[src/rtl/pcileech_com_tx_arbiter.sv]
// Four-requester round-robin arbiter that packs 32-bit words into 256-bit COM writes.
// A partial pack is padded with PARAM_FILL and flushed after PARAM_FLUSH_TICKS idle cycles.
module pcileech_com_tx_arbiter #(
    parameter int unsigned PARAM_BURST       = 8,
    parameter int unsigned PARAM_FLUSH_TICKS = 256,
    parameter logic [31:0] PARAM_FILL        = 32'h66665555
) (
    input  logic         clk,
    input  logic         rst,
    input  logic [127:0] req_data,
    input  logic [3:0]   req_valid,
    output logic [3:0]   req_ack,
    output logic [255:0] com_din,
    output logic         com_din_wr_en,
    input  logic         com_din_ready,
    output logic [1:0]   grant_id,
    output logic         busy
);

    // state   | meaning
    // S_IDLE  | no grant held; round-robin pick among valid requesters
    // S_GRANT | accepting words from grant_q until burst end or valid drops
    // S_FLUSH | pad partial pack with filler and hand it to the output register
    typedef enum logic [1:0] {S_IDLE, S_GRANT, S_FLUSH} state_t;

    localparam logic [7:0]  BURST_LAST = 8'(PARAM_BURST - 1);
    localparam logic [15:0] TICK_LAST  = 16'(PARAM_FLUSH_TICKS - 1);

    state_t         state_q, state_d;
    logic [2:0]     cnt_q, cnt_d;
    logic [15:0]    timer_q, timer_d;
    logic [7:0]     burst_q, burst_d;
    logic [1:0]     last_q, last_d;
    logic [1:0]     grant_q, grant_d;
    logic [255:0]   pack_q, pack_d;
    logic           pend_q, pend_d;
    logic [255:0]   out_q, out_d;
    logic           out_valid_q, out_valid_d;

    logic           out_pop;
    logic           out_free;
    logic           slot_ok;
    logic           accept;
    logic           timeout;
    logic [31:0]    word;
    logic [255:0]   flush_pack;
    logic           found;
    logic [1:0]     pick;
    logic [1:0]     idx;

    assign out_pop  = out_valid_q && com_din_ready;
    assign out_free = !out_valid_q || com_din_ready;
    // Lane 7 only completes a pack if the output register will be empty by the transfer edge.
    assign slot_ok  = !((cnt_q == 3'd7) && !out_free) && !(pend_q && !out_free);
    assign word     = req_data[{grant_q, 5'd0} +: 32];
    assign accept   = !rst && (state_q == S_GRANT) && req_valid[grant_q] && slot_ok;
    assign timeout  = (cnt_q != 3'd0) && (timer_q == TICK_LAST) && !accept;

    assign req_ack       = accept ? (4'b0001 << grant_q) : 4'b0000;
    assign com_din_wr_en = !rst && out_pop;
    assign com_din       = out_q;
    assign grant_id      = grant_q;
    assign busy          = !rst && ((cnt_q != 3'd0) || out_valid_q || pend_q || (state_q == S_FLUSH));

    always_comb begin
        pick  = last_q;
        found = 1'b0;
        idx   = last_q;
        for (int k = 1; k <= 4; k++) begin
            idx = last_q + 2'(k);
            if (!found && req_valid[idx]) begin
                pick  = idx;
                found = 1'b1;
            end
        end
    end

    always_comb begin
        flush_pack = pack_q;
        for (int i = 0; i < 8; i++) begin
            if (3'(i) >= cnt_q) begin
                flush_pack[32*i +: 32] = PARAM_FILL;
            end
        end
    end

    always_comb begin
        state_d     = state_q;
        cnt_d       = cnt_q;
        timer_d     = timer_q;
        burst_d     = burst_q;
        last_d      = last_q;
        grant_d     = grant_q;
        pack_d      = pack_q;
        pend_d      = pend_q;
        out_d       = out_q;
        out_valid_d = out_valid_q && !out_pop;

        if (pend_q && out_free) begin
            out_d       = pack_q;
            out_valid_d = 1'b1;
            pend_d      = 1'b0;
        end

        if (accept) begin
            pack_d[{cnt_q, 5'd0} +: 32] = word;
            cnt_d   = cnt_q + 3'd1;
            timer_d = 16'd0;
            if (cnt_q == 3'd7) begin
                pend_d = 1'b1;
            end
        end else if (cnt_q == 3'd0) begin
            timer_d = 16'd0;
        end else begin
            timer_d = timer_q + 16'd1;
        end

        case (state_q)
            S_IDLE: begin
                if (timeout) begin
                    state_d = S_FLUSH;
                end else if (found) begin
                    grant_d = pick;
                    state_d = S_GRANT;
                end
            end
            S_GRANT: begin
                if (accept) begin
                    burst_d = burst_q + 8'd1;
                    if (burst_q == BURST_LAST) begin
                        burst_d = 8'd0;
                        last_d  = grant_q;
                        state_d = S_IDLE;
                    end
                end else if (timeout) begin
                    burst_d = 8'd0;
                    last_d  = grant_q;
                    state_d = S_FLUSH;
                end else if (!req_valid[grant_q]) begin
                    burst_d = 8'd0;
                    last_d  = grant_q;
                    state_d = S_IDLE;
                end
            end
            S_FLUSH: begin
                if (out_free) begin
                    out_d       = flush_pack;
                    out_valid_d = 1'b1;
                    cnt_d       = 3'd0;
                    timer_d     = 16'd0;
                    state_d     = S_IDLE;
                end
            end
            default: begin
                state_d = S_IDLE;
            end
        endcase
    end

    always_ff @(posedge clk) begin
        if (rst) begin
            state_q     <= S_IDLE;
            cnt_q       <= 3'd0;
            timer_q     <= 16'd0;
            burst_q     <= 8'd0;
            last_q      <= 2'd3;
            grant_q     <= 2'd0;
            pack_q      <= '0;
            pend_q      <= 1'b0;
            out_q       <= '0;
            out_valid_q <= 1'b0;
        end else begin
            state_q     <= state_d;
            cnt_q       <= cnt_d;
            timer_q     <= timer_d;
            burst_q     <= burst_d;
            last_q      <= last_d;
            grant_q     <= grant_d;
            pack_q      <= pack_d;
            pend_q      <= pend_d;
            out_q       <= out_d;
            out_valid_q <= out_valid_d;
        end
    end

endmodule

[config.mk]
export PLATFORM = sky130hd
export DESIGN_NAME = pcileech_com_tx_arbiter
export DESIGN_NICKNAME = d
export VERILOG_FILES = /design/src/rtl/pcileech_com_tx_arbiter.sv
export SDC_FILE = /design/constraint.sdc
export NUM_CORES = 1
export LEC_CHECK = 0
export CORE_ASPECT_RATIO = 0.8
export CORE_MARGIN = 2
export CORE_UTILIZATION = 40
export DETAILED_ROUTE_END_ITERATION = 12
export GPL_TIMING_DRIVEN = 1
export HOLD_SLACK_MARGIN = 0.06
export PLACE_DENSITY_LB_ADDON = 0.05
export SLEW_MARGIN = 20
export SYNTH_ARGS = -nofsm -noshare
export SYNTH_HDL_FRONTEND = slang
export SYNTH_SLANG_ARGS = --single-unit
[constraint.sdc]
create_clock -name clk -period 2.93 [get_ports clk]
set_input_delay 0.586 -clock clk [delete_from_list [all_inputs] [get_ports clk]]
set_output_delay 0.586 -clock clk [all_outputs]
set_load 0.005 [all_outputs]
==> results_tabular.tex <==
\begin{tabular}{lr}
\hline
Metric & Value \\
\hline
\multicolumn{2}{l}{\textbf{Status}} \\
Run status & complete, no violations \\
\multicolumn{2}{l}{\textbf{Pwr}} \\
Internal power consumption & 12.1 mW \\
Combinational fraction of design power & 9.0\% \\
Part of the power in registers & 47.1\% \\
Peak supply drop & 0.450 mV \\
Fraction of power spent switching nets & 24.4\% \\
Pwr/cell area & 589 nW/um\^{}2 \\
Switching power total & 3.89 mW \\
P\_leak & 9.40 nW \\
Portion of total power attributed to the clock network & 43.9\% \\
\multicolumn{2}{l}{\textbf{STA}} \\
Final Setup Violations & 0 \\
Number of endpoints with negative hold slack in the final report & 0 \\
Setup repair after global routing missed its margin & no \\
Tcrit/Tclk final & 95.3\% \\
Rel. slew slack & 36.0\% \\
Setup Skew & 19.1 ps \\
Pins Over Slew Limit & 0 \\
Setup ws final & 139 ps \\
Max frequency & 358 MHz \\
Worst-margin pin slew & 961 ps \\
Final Critical Period & 2790 ps \\
\multicolumn{2}{l}{\textbf{Setup path}} \\
Buffering stage count on the worst path with inverters included & 3 \\
Stage delay of the slowest cell on the critical path & 480 ps \\
Peak fanout along the critical path & 3 \\
Register-to-register path setup slack & 340 ps \\
Worst reg-to-reg path cell count & 9 \\
Worst Setup Start Kind & input port \\
Cell Chain, Critical Path & clkdlybuf4s50\_1, mux4\_2, o2111a\_2, buf\_4, nand2\_1, nor2\_1, dlygate4sd2\_1 \\
Origin of the critical flop-to-flop path & cnt\_q[0] \\
Required @ worst endpoint & 2340 ps \\
Largest delay contributor family on the critical path & buffers and inverters \\
Critical path capture point type & primary output \\
Type of the setup path with the least slack & in -> out \\
Standard cell with the maximum stage delay on the critical path & sky130\_fd\_sc\_hd\_\_mux4\_2 \\
Capture point of the worst reg-to-reg path & burst\_q[3] \\
Arrival @ worst endpoint & 2210 ps \\
\multicolumn{2}{l}{\textbf{Finish}} \\
Final net count & 2639 \\
Share of cells above drive strength 1 & 10.9\% \\
Non-Filler Instances & 3215 \\
Layout-stage area growth over the synthesis result & 33.2\% \\
\multicolumn{2}{l}{\textbf{Clocking}} \\
Num Clock Sinks & 547 \\
CTS tree & yes \\
Level count of the clock H-tree & 2 \\
Clock transition at the registers of the reported paths & 70 ps \\
Worst-case clock buffer depth & 3 \\
Clock insertion delay at the later pin of the skew report & 610 ps \\
Number of buffers created by CTS & 54 \\
Root buffer cell & sky130\_fd\_sc\_hd\_\_clkbuf\_16 \\
\multicolumn{2}{l}{\textbf{Detailed routing}} \\
Detailed-route vias per instance & 5.37 \\
Average routed wire per standard cell & 22.3 um \\
Post-detailed-routing wire length & 71.7 mm \\
Antenna Violating Nets Remaining & 0 \\
Via total after detailed routing & 17266 \\
Initial DRC count & 1320 \\
DRC violation count after routing & 0 \\
Drt first pass iters & 5 \\
\multicolumn{2}{l}{\textbf{Worst hold path}} \\
Hold depth & 2 \\
Worst min-delay path class & in -> reg \\
Worst-case hold path end point & pend\_q \\
HP Start & rst \\
\multicolumn{2}{l}{\textbf{Run}} \\
Max cap viols & 0 \\
\multicolumn{2}{l}{\textbf{Logic synthesis}} \\
Top cells by count, synth & sky130\_fd\_sc\_hd\_\_dfxtp\_1 (547), sky130\_fd\_sc\_hd\_\_nand2\_1 (504), sky130\_fd\_sc\_hd\_\_a21oi\_1 (241), sky130\_fd\_sc\_hd\_\_clkbuf\_1 (142), sky130\_fd\_sc\_hd\_\_nor2\_1 (116) \\
Proportion of synthesized chip area in sequential cells & 53.9\% \\
Number of instances in the synthesized netlist & 2153 \\
Most area-consuming cells after synthesis & sky130\_fd\_sc\_hd\_\_dfxtp\_1 (54\%), sky130\_fd\_sc\_hd\_\_nand2\_1 (9.3\%), sky130\_fd\_sc\_hd\_\_a21oi\_1 (5.9\%) \\
Number of flops mapped to enable cells by yosys & 0 \\
Mean post-synth cell area & 9.44 sq um \\
Synth Flop Type & sky130\_fd\_sc\_hd\_\_dfxtp\_1 \\
Distinct cells, synth & 55 \\
Synth async-reset ratio & 0\% \\
Top cell type's share of synthesized area & 53.9\% \\
Most numerous cell in the Yosys netlist & sky130\_fd\_sc\_hd\_\_dfxtp\_1 \\
Post-Syn Area & 20300 sq um \\
Flop and latch count out of synthesis & 547 \\
Library cell with the largest summed area after synthesis & sky130\_fd\_sc\_hd\_\_dfxtp\_1 \\
Post-Synthesis Net Count & 2297 \\
Count of warnings emitted by yosys & 0 \\
\multicolumn{2}{l}{\textbf{Global routing}} \\
Overflow after GRT & 0 \\
Met3 capacity usage during global routing & 4.98\% \\
Number of global-route vias before repair & 16290 \\
Tot GR Track Use & 26.7\% \\
Busiest layer in global routing & met2 \\
Pin count of the biggest net entering global routing & 140 \\
Met1 track demand over resource & 37.9\% \\
Met2 demand-to-capacity share in global routing & 39.9\% \\
Wire length of the first global-routing pass & 106 mm \\
Antenna violations before repair & 12 \\
\multicolumn{2}{l}{\textbf{Die}} \\
Core area & 50000 sq um \\
Starting Density & 40.7\% \\
Die span in y & 206 um \\
Area enclosed by the die boundary & 52600 sq um \\
Number of cell rows & 73 \\
Boundary Pins & 399 \\
DIE WIDTH & 256 um \\
\multicolumn{2}{l}{\textbf{Placement}} \\
Count of placed standard cells including taps & 3112 \\
Input/output buffers & 398 \\
Final estimated routing congestion in global placement & 0.825 \\
Pre-CTS setup slack & 21.5 ps \\
Final HPWL from detailed placement & 48.1 mm \\
\hline
\end{tabular}
[placed cells by master (no fill, tap or decap), types with 4 or more instances in the layout]
| cell type | Yosys | final |
|---|---|---|
| sky130_fd_sc_hd__dfxtp_1 | 547 | 543 |
| sky130_fd_sc_hd__nand2_1 | 504 | 504 |
| sky130_fd_sc_hd__clkdlybuf4s50_1 | 0 | 392 |
| sky130_fd_sc_hd__a21oi_1 | 241 | 241 |
| sky130_fd_sc_hd__nor2_1 | 116 | 110 |
| sky130_fd_sc_hd__a22o_1 | 91 | 91 |
| sky130_fd_sc_hd__and2_1 | 69 | 69 |
| sky130_fd_sc_hd__o221a_2 | 58 | 58 |
| sky130_fd_sc_hd__clkbuf_16 | 0 | 54 |
| sky130_fd_sc_hd__buf_4 | 4 | 49 |
| sky130_fd_sc_hd__a221o_1 | 48 | 48 |
| sky130_fd_sc_hd__nor2b_1 | 37 | 36 |
| sky130_fd_sc_hd__mux2i_1 | 36 | 36 |
| sky130_fd_sc_hd__a22oi_1 | 35 | 35 |
| sky130_fd_sc_hd__mux4_2 | 33 | 33 |
| sky130_fd_sc_hd__a31oi_1 | 24 | 23 |
| sky130_fd_sc_hd__buf_12 | 0 | 16 |
| sky130_fd_sc_hd__clkbuf_8 | 0 | 13 |
| sky130_fd_sc_hd__clkbuf_1 | 142 | 13 |
| sky130_fd_sc_hd__and3_1 | 11 | 11 |
| sky130_fd_sc_hd__nand3_1 | 11 | 11 |
| sky130_fd_sc_hd__xor2_1 | 11 | 11 |
| sky130_fd_sc_hd__inv_1 | 10 | 10 |
| sky130_fd_sc_hd__or3_1 | 8 | 8 |
| sky130_fd_sc_hd__clkinv_2 | 0 | 8 |
| sky130_fd_sc_hd__nand2b_1 | 7 | 7 |
| sky130_fd_sc_hd__o221a_1 | 6 | 6 |
| sky130_fd_sc_hd__o21ai_0 | 6 | 6 |
| sky130_fd_sc_hd__nor3_2 | 2 | 5 |
| sky130_fd_sc_hd__and4_1 | 5 | 5 |
| sky130_fd_sc_hd__nor3_1 | 10 | 5 |
| sky130_fd_sc_hd__ha_1 | 9 | 5 |
| sky130_fd_sc_hd__diode_2 | 0 | 4 |
| sky130_fd_sc_hd__nand4_1 | 4 | 4 |
| sky130_fd_sc_hd__xnor2_1 | 4 | 4 |
| sky130_fd_sc_hd__bufinv_16 | 0 | 4 |
| sky130_fd_sc_hd__dfxtp_2 | 0 | 4 |
| sky130_fd_sc_hd__dlygate4sd2_1 | 0 | 4 |
[worst max path at each step]
stage / from / cells past startpoint / slack, ps / to
detailed placement: req_valid[2] / 5 / 20 / req_ack[3]
CTS: grant_id[0] / 5 / 20 / req_ack[0]
finish: req_valid[1] / 7 / 140 / req_ack[1]
global route: grant_id[0] / 6 / 70 / req_ack[1]
floorplan: cnt_q[0] / 10 / 410 / pack_q[130]
global placement: com_din_ready / 7 / -80 / com_din[161]
[flip-flops by register name, summed over array words and instances, names as in the netlist]
name and cells:
cnt_q 3, state_q 2, out_valid_q 1, last_q 2
com_din 256, burst_q 8, pack_q 256, pend_q 1
grant_id 2, timer_q 16
[layer usage]
| layer | vias to the layer above | share of wire, % |
|---|---|---|
| met1 | 8363 | 46 |
| li1 | 8223 | - |
| met5 | - | 0 |
| met4 | 0 | 3.9 |
| met2 | 576 | 43 |
| met3 | 104 | 7.1 |
[stage by stage]
step,TNS [ps],hold slack [ps],utilization [%],power [mW],area (sq um)
after floorplan,0,431,-,8.30,20300
after global placement,-1180,438,50.4,9.07,25200
after detailed placement,0,444,50.4,9.08,25200
after CTS,0,261,54.1,16.1,27100
after global routing,0,295,54.2,16.5,27100
final,0,301,54.2,15.9,27100
[kinds of logic after synthesis]
kind of cell    Yosys count  synth area share, %
buf+inv                 189                 3.74
flops                   547                 53.9
xor+xnor                 15                0.647
simple gates            796                 17.0
compound gates          528                 18.7
mux                      69                 5.43
fa+ha+maj                 9                0.554
[repair_timing]
| item | 4_1_cts | 5_1_grt |
|---|---|---|
| resized for setup | 17 | 3 |
| hold buffers | 0 | 0 |
| buffers inserted | 2 | 0 |
| pin swaps | 3 | 0 |
| setup endpoints to repair | 5 | 1 |
[layout make-up]
| cell class | instances | area [sq um] |
|---|---|---|
| multi-input combinational | 1417 | 8750 |
| timing repair buffer | 464 | 4690 |
| clock buffer | 80 | 1580 |
| fill | 4517 | 22900 |
| inverter | 11 | 41.3 |
| antenna | 4 | 10.0 |
| clock inverter | 17 | 210 |
| tap | 675 | 845 |
| sequential | 547 | 11000 |
[worst register-to-register path: stages (launching register included)]
cell and delay [ps]:
sky130_fd_sc_hd__dfxtp_2 360, sky130_fd_sc_hd__buf_6 150, sky130_fd_sc_hd__inv_1 100, sky130_fd_sc_hd__ha_2 220
sky130_fd_sc_hd__ha_4 210, sky130_fd_sc_hd__nor4_1 330, sky130_fd_sc_hd__and4_1 340, sky130_fd_sc_hd__a211oi_1 130
sky130_fd_sc_hd__o21ai_1 440, sky130_fd_sc_hd__a31oi_1 170
[power groups by stage]
stage	combinational [mW]	sequential (mW)	clock (mW)
after floorplan	0.637	7.66	0
after global placement	1.41	7.66	0
after detailed placement	1.41	7.66	0
after CTS	1.44	7.50	7.14
after global routing	1.51	7.50	7.47
final	1.44	7.50	7.00
Note: power is estimated with default switching activity, not from simulation.
